**config.mk**
```make
export PLATFORM = sky130hd
export DESIGN_NAME = sonar_trigger_ctrl
export DESIGN_NICKNAME = d
export VERILOG_FILES = /design/src/rtl/sonar_trigger_ctrl.sv
export SDC_FILE = /design/constraint.sdc
export NUM_CORES = 1
export LEC_CHECK = 0
export ABC_AREA = 0
export BUFFER_PORTS_ARGS = -buffer_cell sky130_fd_sc_hd__buf_4
export CORE_ASPECT_RATIO = 1.75
export CORE_MARGIN = 2
export CORE_UTILIZATION = 50
export DETAILED_ROUTE_END_ITERATION = 12
export PLACE_DENSITY = 0.66
export SYNTH_ARGS = -nofsm -noshare
export SYNTH_HDL_FRONTEND = slang
export SYNTH_SLANG_ARGS = --single-unit
```
**constraint.sdc**
```tcl
create_clock -name CLOCK_50 -period 3.45 [get_ports CLOCK_50]
set_input_delay 0.345 -clock CLOCK_50 [delete_from_list [all_inputs] [get_ports CLOCK_50]]
set_output_delay 0.345 -clock CLOCK_50 [all_outputs]
set_load 0.02 [all_outputs]
```
**src/rtl/sonar_trigger_ctrl.sv**
```systemverilog
// Ultrasonic ranger front end: periodic trigger generation, echo pin synchroniser,
// and a gated echo that reaches the pulse-width counter at most once per frame.
module sonar_trigger_ctrl #(
    parameter int unsigned TRIG_CYCLES   = 500,
    parameter int unsigned PERIOD_CYCLES = 3000000,
    parameter int unsigned ECHO_WAIT_MAX = 1500000,
    parameter int unsigned ECHO_MAX      = 1250000,
    parameter int unsigned CNT_W         = 32
) (
    input  logic CLOCK_50,
    input  logic RESET_N,
    input  logic enable,
    input  logic echo_in,
    output logic trig_out,
    output logic echo_out,
    output logic frame_start,
    output logic echo_done,
    output logic no_echo,
    output logic timeout,
    output logic busy
);

    typedef enum logic [2:0] {
        IDLE,
        TRIG,
        WAIT_RISE,
        ECHO,
        HOLDOFF
    } state_t;

    localparam logic [CNT_W-1:0] TRIG_LAST = CNT_W'(TRIG_CYCLES - 1);
    localparam logic [CNT_W-1:0] WAIT_LAST = CNT_W'(ECHO_WAIT_MAX - 1);
    localparam logic [CNT_W-1:0] ECHO_LAST = CNT_W'(ECHO_MAX - 1);
    localparam logic [CNT_W-1:0] PER_LAST  = CNT_W'(PERIOD_CYCLES - 1);

    state_t           state_q, state_d;
    logic [CNT_W-1:0] cnt_q, cnt_d;
    logic [CNT_W-1:0] per_q, per_d;
    logic             sync1_q, echo_s_q, echo_d_q;
    logic             frame_start_q, frame_start_d;
    logic             echo_done_q, echo_done_d;
    logic             no_echo_q, no_echo_d;
    logic             timeout_q, timeout_d;
    logic             rise, fall;

    assign rise = echo_s_q & ~echo_d_q;
    assign fall = ~echo_s_q & echo_d_q;

    always_ff @(posedge CLOCK_50) begin
        if (!RESET_N) begin
            state_q       <= IDLE;
            cnt_q         <= '0;
            per_q         <= '0;
            sync1_q       <= 1'b0;
            echo_s_q      <= 1'b0;
            echo_d_q      <= 1'b0;
            frame_start_q <= 1'b0;
            echo_done_q   <= 1'b0;
            no_echo_q     <= 1'b0;
            timeout_q     <= 1'b0;
        end else begin
            state_q       <= state_d;
            cnt_q         <= cnt_d;
            per_q         <= per_d;
            sync1_q       <= echo_in;
            echo_s_q      <= sync1_q;
            echo_d_q      <= echo_s_q;
            frame_start_q <= frame_start_d;
            echo_done_q   <= echo_done_d;
            no_echo_q     <= no_echo_d;
            timeout_q     <= timeout_d;
        end
    end

    always_comb begin
        state_d       = state_q;
        cnt_d         = cnt_q;
        per_d         = per_q;
        frame_start_d = 1'b0;
        echo_done_d   = 1'b0;
        no_echo_d     = 1'b0;
        timeout_d     = 1'b0;

        // Period counter parks at its terminal value so a long echo cannot wrap it.
        if (state_q != IDLE && per_q < PER_LAST) begin
            per_d = per_q + CNT_W'(1);
        end

        case (state_q)
            IDLE: begin
                if (enable) begin
                    state_d       = TRIG;
                    cnt_d         = '0;
                    per_d         = '0;
                    frame_start_d = 1'b1;
                end
            end
            TRIG: begin
                if (cnt_q >= TRIG_LAST) begin
                    state_d = WAIT_RISE;
                    cnt_d   = '0;
                end else begin
                    cnt_d = cnt_q + CNT_W'(1);
                end
            end
            WAIT_RISE: begin
                // Edge-only acceptance: a level already high on entry never opens the gate.
                if (rise) begin
                    state_d = ECHO;
                    cnt_d   = '0;
                end else if (cnt_q >= WAIT_LAST) begin
                    state_d   = HOLDOFF;
                    no_echo_d = 1'b1;
                end else begin
                    cnt_d = cnt_q + CNT_W'(1);
                end
            end
            ECHO: begin
                if (fall) begin
                    state_d     = HOLDOFF;
                    echo_done_d = 1'b1;
                end else if (cnt_q >= ECHO_LAST) begin
                    state_d   = HOLDOFF;
                    timeout_d = 1'b1;
                end else begin
                    cnt_d = cnt_q + CNT_W'(1);
                end
            end
            HOLDOFF: begin
                if (per_q >= PER_LAST && !echo_s_q) begin
                    if (enable) begin
                        state_d       = TRIG;
                        cnt_d         = '0;
                        per_d         = '0;
                        frame_start_d = 1'b1;
                    end else begin
                        state_d = IDLE;
                    end
                end
            end
            default: state_d = IDLE;
        endcase
    end

    assign trig_out    = (state_q == TRIG);
    assign echo_out    = (state_q == ECHO);
    assign busy        = (state_q != IDLE);
    assign frame_start = frame_start_q;
    assign echo_done   = echo_done_q;
    assign no_echo     = no_echo_q;
    assign timeout     = timeout_q;

endmodule

```
==> report_table.html <==
<table>
<tr><th>Metric</th><th>Value</th></tr>
<tr><th colspan="2">Placement</th></tr>
<tr><td>HPWL after detailed placement</td><td>5668 microns</td></tr>
<tr><td>Placed instance area</td><td>0.003566 sq mm</td></tr>
<tr><td>Cells after DPL</td><td>495</td></tr>
<tr><td>IO Port Bufs</td><td>10</td></tr>
<tr><td>Final weighted congestion of routability-driven global placement</td><td>0.8622</td></tr>
<tr><td>Placement Setup Slack</td><td>0.4149 ns</td></tr>
<tr><th colspan="2">Critical path</th></tr>
<tr><td>Cell Chain, Critical Path</td><td>ha_1 &gt; and3_1 &gt; o311ai_0 &gt; a31oi_1 &gt; o31ai_4 &gt; a31oi_2 &gt; o21ai_0 &gt; o41ai_1</td></tr>
<tr><td>Classification of the worst setup path</td><td>reg -&gt; reg</td></tr>
<tr><td>Startpoint kind of the worst setup timing path</td><td>register</td></tr>
<tr><td>Worst endpoint data arrival time</td><td>3.28 ns</td></tr>
<tr><td>CP bufs+invs</td><td>0</td></tr>
<tr><td>Crit path max-delay cell type</td><td>sky130_fd_sc_hd__a31oi_2</td></tr>
<tr><td>Crit path launch</td><td>cnt_q[0]</td></tr>
<tr><td>Required time of the worst setup path</td><td>3.67 ns</td></tr>
<tr><td>Family of cells with the greatest summed delay on the critical path</td><td>compound AO/OA/AOI/OAI gates</td></tr>
<tr><td>Launching point of the worst reg2reg path</td><td>cnt_q[0]</td></tr>
<tr><td>CP Max Fanout</td><td>26</td></tr>
<tr><td>Max stage delay on crit path</td><td>0.97 ns</td></tr>
<tr><td>Endpoint type of the worst setup path</td><td>register</td></tr>
<tr><th colspan="2">GRT</th></tr>
<tr><td>Remaining Overflow, GRT</td><td>0</td></tr>
<tr><td>First-pass GRT wire length</td><td>12820 microns</td></tr>
<tr><td>Number of antenna violations at the first check in global routing</td><td>0</td></tr>
<tr><td>GRT Util Overall</td><td>0.2228</td></tr>
<tr><td>Maximum number of pins on one net before global-route repair</td><td>27</td></tr>
<tr><td>Number of global-route vias before repair</td><td>2876</td></tr>
<tr><th colspan="2">STA</th></tr>
<tr><td>Final Skew</td><td>0.006902 ns</td></tr>
<tr><td>Actual slew at the worst max-slew pin</td><td>1.178 ns</td></tr>
<tr><td>Smallest setup slack after layout</td><td>0.3888 ns</td></tr>
<tr><td>Crit share post-route</td><td>0.8873</td></tr>
<tr><td>Final critical-path required period</td><td>3.061 ns</td></tr>
<tr><td>Total count of max-transition violations in the final report</td><td>0</td></tr>
<tr><td>Tightest hold margin</td><td>0.2168 ns</td></tr>
<tr><td>Number of hold violations in the final report</td><td>0</td></tr>
<tr><td>Setup violators final</td><td>0</td></tr>
<tr><td>Slew HR</td><td>0.2119</td></tr>
<tr><td>RSZ-0062 raised after global routing</td><td>false</td></tr>
<tr><td>Sum of negative setup slack</td><td>0 ns</td></tr>
<tr><td>Max frequency</td><td>326.7 MHz</td></tr>
<tr><th colspan="2">Synthesis</th></tr>
<tr><td>Gate count of the mapped netlist</td><td>415</td></tr>
<tr><td>Post-synthesis cell area</td><td>0.003423 sq mm</td></tr>
<tr><td>Syn Nets</td><td>421</td></tr>
<tr><td>Mapped Avg Cell Area</td><td>8.249 sq um</td></tr>
<tr><td>Register bit total from synthesis</td><td>74</td></tr>
<tr><td>Sequential element share of the synthesized area</td><td>0.4327</td></tr>
<tr><td>Most instantiated flip-flop cell in the synthesis netlist</td><td>sky130_fd_sc_hd__dfxtp_1</td></tr>
<tr><td>Number of enable flip-flop cells after synthesis</td><td>0</td></tr>
<tr><td>Synth top area share</td><td>0.4327</td></tr>
<tr><td>Top cell type by total area after synthesis</td><td>sky130_fd_sc_hd__dfxtp_1</td></tr>
<tr><td>Number of distinct standard cells referenced by the synthesized netlist</td><td>49</td></tr>
<tr><td>Fraction of synthesis flops using an asynchronous set or reset pin</td><td>0</td></tr>
<tr><td>Number of warnings issued by yosys</td><td>0</td></tr>
<tr><td>Largest cells by area after synthesis</td><td>sky130_fd_sc_hd__dfxtp_1 43%, sky130_fd_sc_hd__nor2_1 5.4%, sky130_fd_sc_hd__o21ai_0 3.9%</td></tr>
<tr><th colspan="2">Drt</th></tr>
<tr><td>Via total after detailed routing</td><td>3029</td></tr>
<tr><td>DRT iter0 DRCs</td><td>122</td></tr>
<tr><td>Antenna Violating Nets Remaining</td><td>0</td></tr>
<tr><td>Avg Vias per Cell</td><td>5.928</td></tr>
<tr><td>Wire length per cell</td><td>15.39 microns</td></tr>
<tr><td>Number of design rule violations left after detail routing</td><td>0</td></tr>
<tr><td>Final WL</td><td>7866 microns</td></tr>
<tr><td>Detailed Routing Iterations Pass 1</td><td>4</td></tr>
<tr><th colspan="2">Hold path</th></tr>
<tr><td>Type of the tightest min-delay check</td><td>in -&gt; reg</td></tr>
<tr><td>Launch point of the worst hold path</td><td>echo_in</td></tr>
<tr><th colspan="2">Power</th></tr>
<tr><td>Power per unit of standard cell area</td><td>615.9 mW/mm^2</td></tr>
<tr><td>Peak ir drop on the vdd network</td><td>0.3460 mV</td></tr>
<tr><td>Reported leakage power</td><td>1.341 nW</td></tr>
<tr><td>Total power</td><td>2.384 mW</td></tr>
<tr><th colspan="2">Clock network</th></tr>
<tr><td>Count of hold buffers inserted by post-cts repair</td><td>0</td></tr>
<tr><td>Cells resized by post-CTS repair</td><td>0</td></tr>
<tr><td>Cell at the root of the clock tree</td><td>sky130_fd_sc_hd__clkbuf_16</td></tr>
<tr><td># H-tree levels</td><td>3</td></tr>
<tr><td>Clock net sink count</td><td>74</td></tr>
<tr><td>Register clock-pin slew on the reported worst setup and hold paths</td><td>0.06 ns</td></tr>
<tr><td>Buffer levels on the longest clock path</td><td>2</td></tr>
<tr><td>Insertion delay to the later sink of the worst-skew pair</td><td>0.34 ns</td></tr>
<tr><td>Post-CTS setup repair buffer count</td><td>0</td></tr>
<tr><td>Clock tree from TritonCTS</td><td>yes</td></tr>
<tr><td>Number of clock buffers inserted by TritonCTS</td><td>9</td></tr>
<tr><th colspan="2">Floorplanning</th></tr>
<tr><td>Site row count</td><td>39</td></tr>
<tr><td>Starting utilization of the core area</td><td>0.5197</td></tr>
<tr><td>Die area</td><td>0.007551 sq mm</td></tr>
<tr><td>Die X-Extent</td><td>66.55 microns</td></tr>
<tr><td>Core Box Area</td><td>0.006588 sq mm</td></tr>
<tr><td>Die Span Y</td><td>113.5 microns</td></tr>
<tr><td>Ports</td><td>11</td></tr>
<tr><th colspan="2">Layout</th></tr>
<tr><td>Final std cells w/o fill</td><td>511</td></tr>
<tr><td>Syn-to-layout area delta</td><td>13.08%</td></tr>
<tr><td>Total inserted antenna cells</td><td>0</td></tr>
<tr><td>Nets</td><td>430</td></tr>
<tr><td>Fraction of final layout cells sized beyond drive strength 1</td><td>0.08858</td></tr>
<tr><td>Post-layout utilization of the core</td><td>0.5877</td></tr>
<tr><td>Post-route cell area</td><td>0.003871 sq mm</td></tr>
<tr><th colspan="2">Job</th></tr>
<tr><td>Number of max-cap violations</td><td>0</td></tr>
<tr><th colspan="2">Run status</th></tr>
<tr><td>Status</td><td>completed</td></tr>
</table>
[synth_stat cells (6+ instances only)]
cell type / n
sky130_fd_sc_hd__nor3_1: 12
sky130_fd_sc_hd__o31ai_1: 6
sky130_fd_sc_hd__nand2_1: 24
sky130_fd_sc_hd__xnor2_1: 10
sky130_fd_sc_hd__inv_1: 23
sky130_fd_sc_hd__a31oi_1: 7
sky130_fd_sc_hd__dfxtp_1: 74
sky130_fd_sc_hd__nand3_1: 25
sky130_fd_sc_hd__nand4_1: 11
sky130_fd_sc_hd__and2_1: 16
sky130_fd_sc_hd__xor2_1: 10
sky130_fd_sc_hd__and3_1: 15
sky130_fd_sc_hd__o21ai_0: 27
sky130_fd_sc_hd__clkbuf_1: 12
sky130_fd_sc_hd__nor2_1: 49
sky130_fd_sc_hd__or3_1: 15
sky130_fd_sc_hd__nor4_1: 8
sky130_fd_sc_hd__a21oi_1: 22
[worst paths after layout]
| kind | endpoint | slack, ns | cells after the start |
|---|---|---|---|
| min | sync1_q | 0.22 | 2 |
| max reg2reg | cnt_q[12] | 0.39 | 8 |
| max | cnt_q[12] | 0.39 | 8 |
| min reg2reg | echo_s_q | 0.44 | 1 |
[power breakdown]
group / switching (mW) / total (mW) / internal [mW]
Clock: 0.355 / 0.938 / 0.583
Sequential: 0.0461 / 0.935 / 0.889
Combinational: 0.330 / 0.511 / 0.181
[state kept, by name, indices dropped and copies added, names as in the netlist]
signal / flops
echo_d_q: 1
cnt_q: 32
no_echo: 1
echo_s_q: 1
echo_done: 1
per_q: 32
state_q: 3
frame_start: 1
sync1_q: 1
timeout: 1
[cell type report]
type | count | area (sq um)
Clock inverter | 5 | 62.56
Clock buffer | 11 | 242.7
Tap cell | 82 | 102.6
Fill cell | 590 | 2716
Inverter | 23 | 86.33
Timing Repair Buffer | 14 | 105.1
Multi-Input combinational cell | 302 | 1790
Sequential cell | 74 | 1481
[layout by cell type (no fill, tap or decap), types with 3 or more instances in the layout]
cell                        count
sky130_fd_sc_hd__nand2b_1       3
sky130_fd_sc_hd__nand3_1       25
sky130_fd_sc_hd__nor3_1        12
sky130_fd_sc_hd__o21ai_0       27
sky130_fd_sc_hd__or3_1         15
sky130_fd_sc_hd__and3_1        15
sky130_fd_sc_hd__nand3b_1       3
sky130_fd_sc_hd__nor4_1         8
sky130_fd_sc_hd__o211ai_1       3
sky130_fd_sc_hd__xor2_1        10
sky130_fd_sc_hd__o41ai_1        3
sky130_fd_sc_hd__buf_4         14
sky130_fd_sc_hd__dfxtp_1       74
sky130_fd_sc_hd__and2_1        16
sky130_fd_sc_hd__o2111ai_1      3
sky130_fd_sc_hd__nand4_1       11
sky130_fd_sc_hd__nor3b_1        3
sky130_fd_sc_hd__inv_1         23
sky130_fd_sc_hd__nor2_1        49
sky130_fd_sc_hd__a21oi_1       22
sky130_fd_sc_hd__o31ai_1        6
sky130_fd_sc_hd__nand2_1       24
sky130_fd_sc_hd__clkbuf_16      9
sky130_fd_sc_hd__a31oi_1        6
sky130_fd_sc_hd__xnor2_1       10
[logic make-up (layout without fill, tap and decap cells)]
logic type	Yosys count	after routing	share of synthesized area
DFF	74	74	0.4327
xor gates and xnor gates	20	20	0.05117
adders and majority gates	2	2	0.007309
and+or+nand+nor	196	196	0.3026
AOI/OAI and AO/OA	83	83	0.1572
buffers and inverters	39	53	0.04605
muxes	1	1	0.002924
[worst reg2reg max path: stages (launching register included)]
cell	delay (ns)
sky130_fd_sc_hd__dfxtp_1	0.39
sky130_fd_sc_hd__ha_1	0.29
sky130_fd_sc_hd__and3_1	0.27
sky130_fd_sc_hd__o311ai_0	0.13
sky130_fd_sc_hd__a31oi_1	0.41
sky130_fd_sc_hd__o31ai_4	0.14
sky130_fd_sc_hd__a31oi_2	0.97
sky130_fd_sc_hd__o21ai_0	0.23
sky130_fd_sc_hd__o41ai_1	0.12
[metal layers]
metal | wire length (microns) | global-route usage | vias up
met5 | 0 | 0 | -
met4 | 273 | 0.1306 | 0
met3 | 177 | 0.04339 | 20
met2 | 4317 | 0.4147 | 62
met1 | 3098 | 0.2180 | 1450
li1 | - | - | 1497
Note: power is estimated with default switching activity, not from simulation.
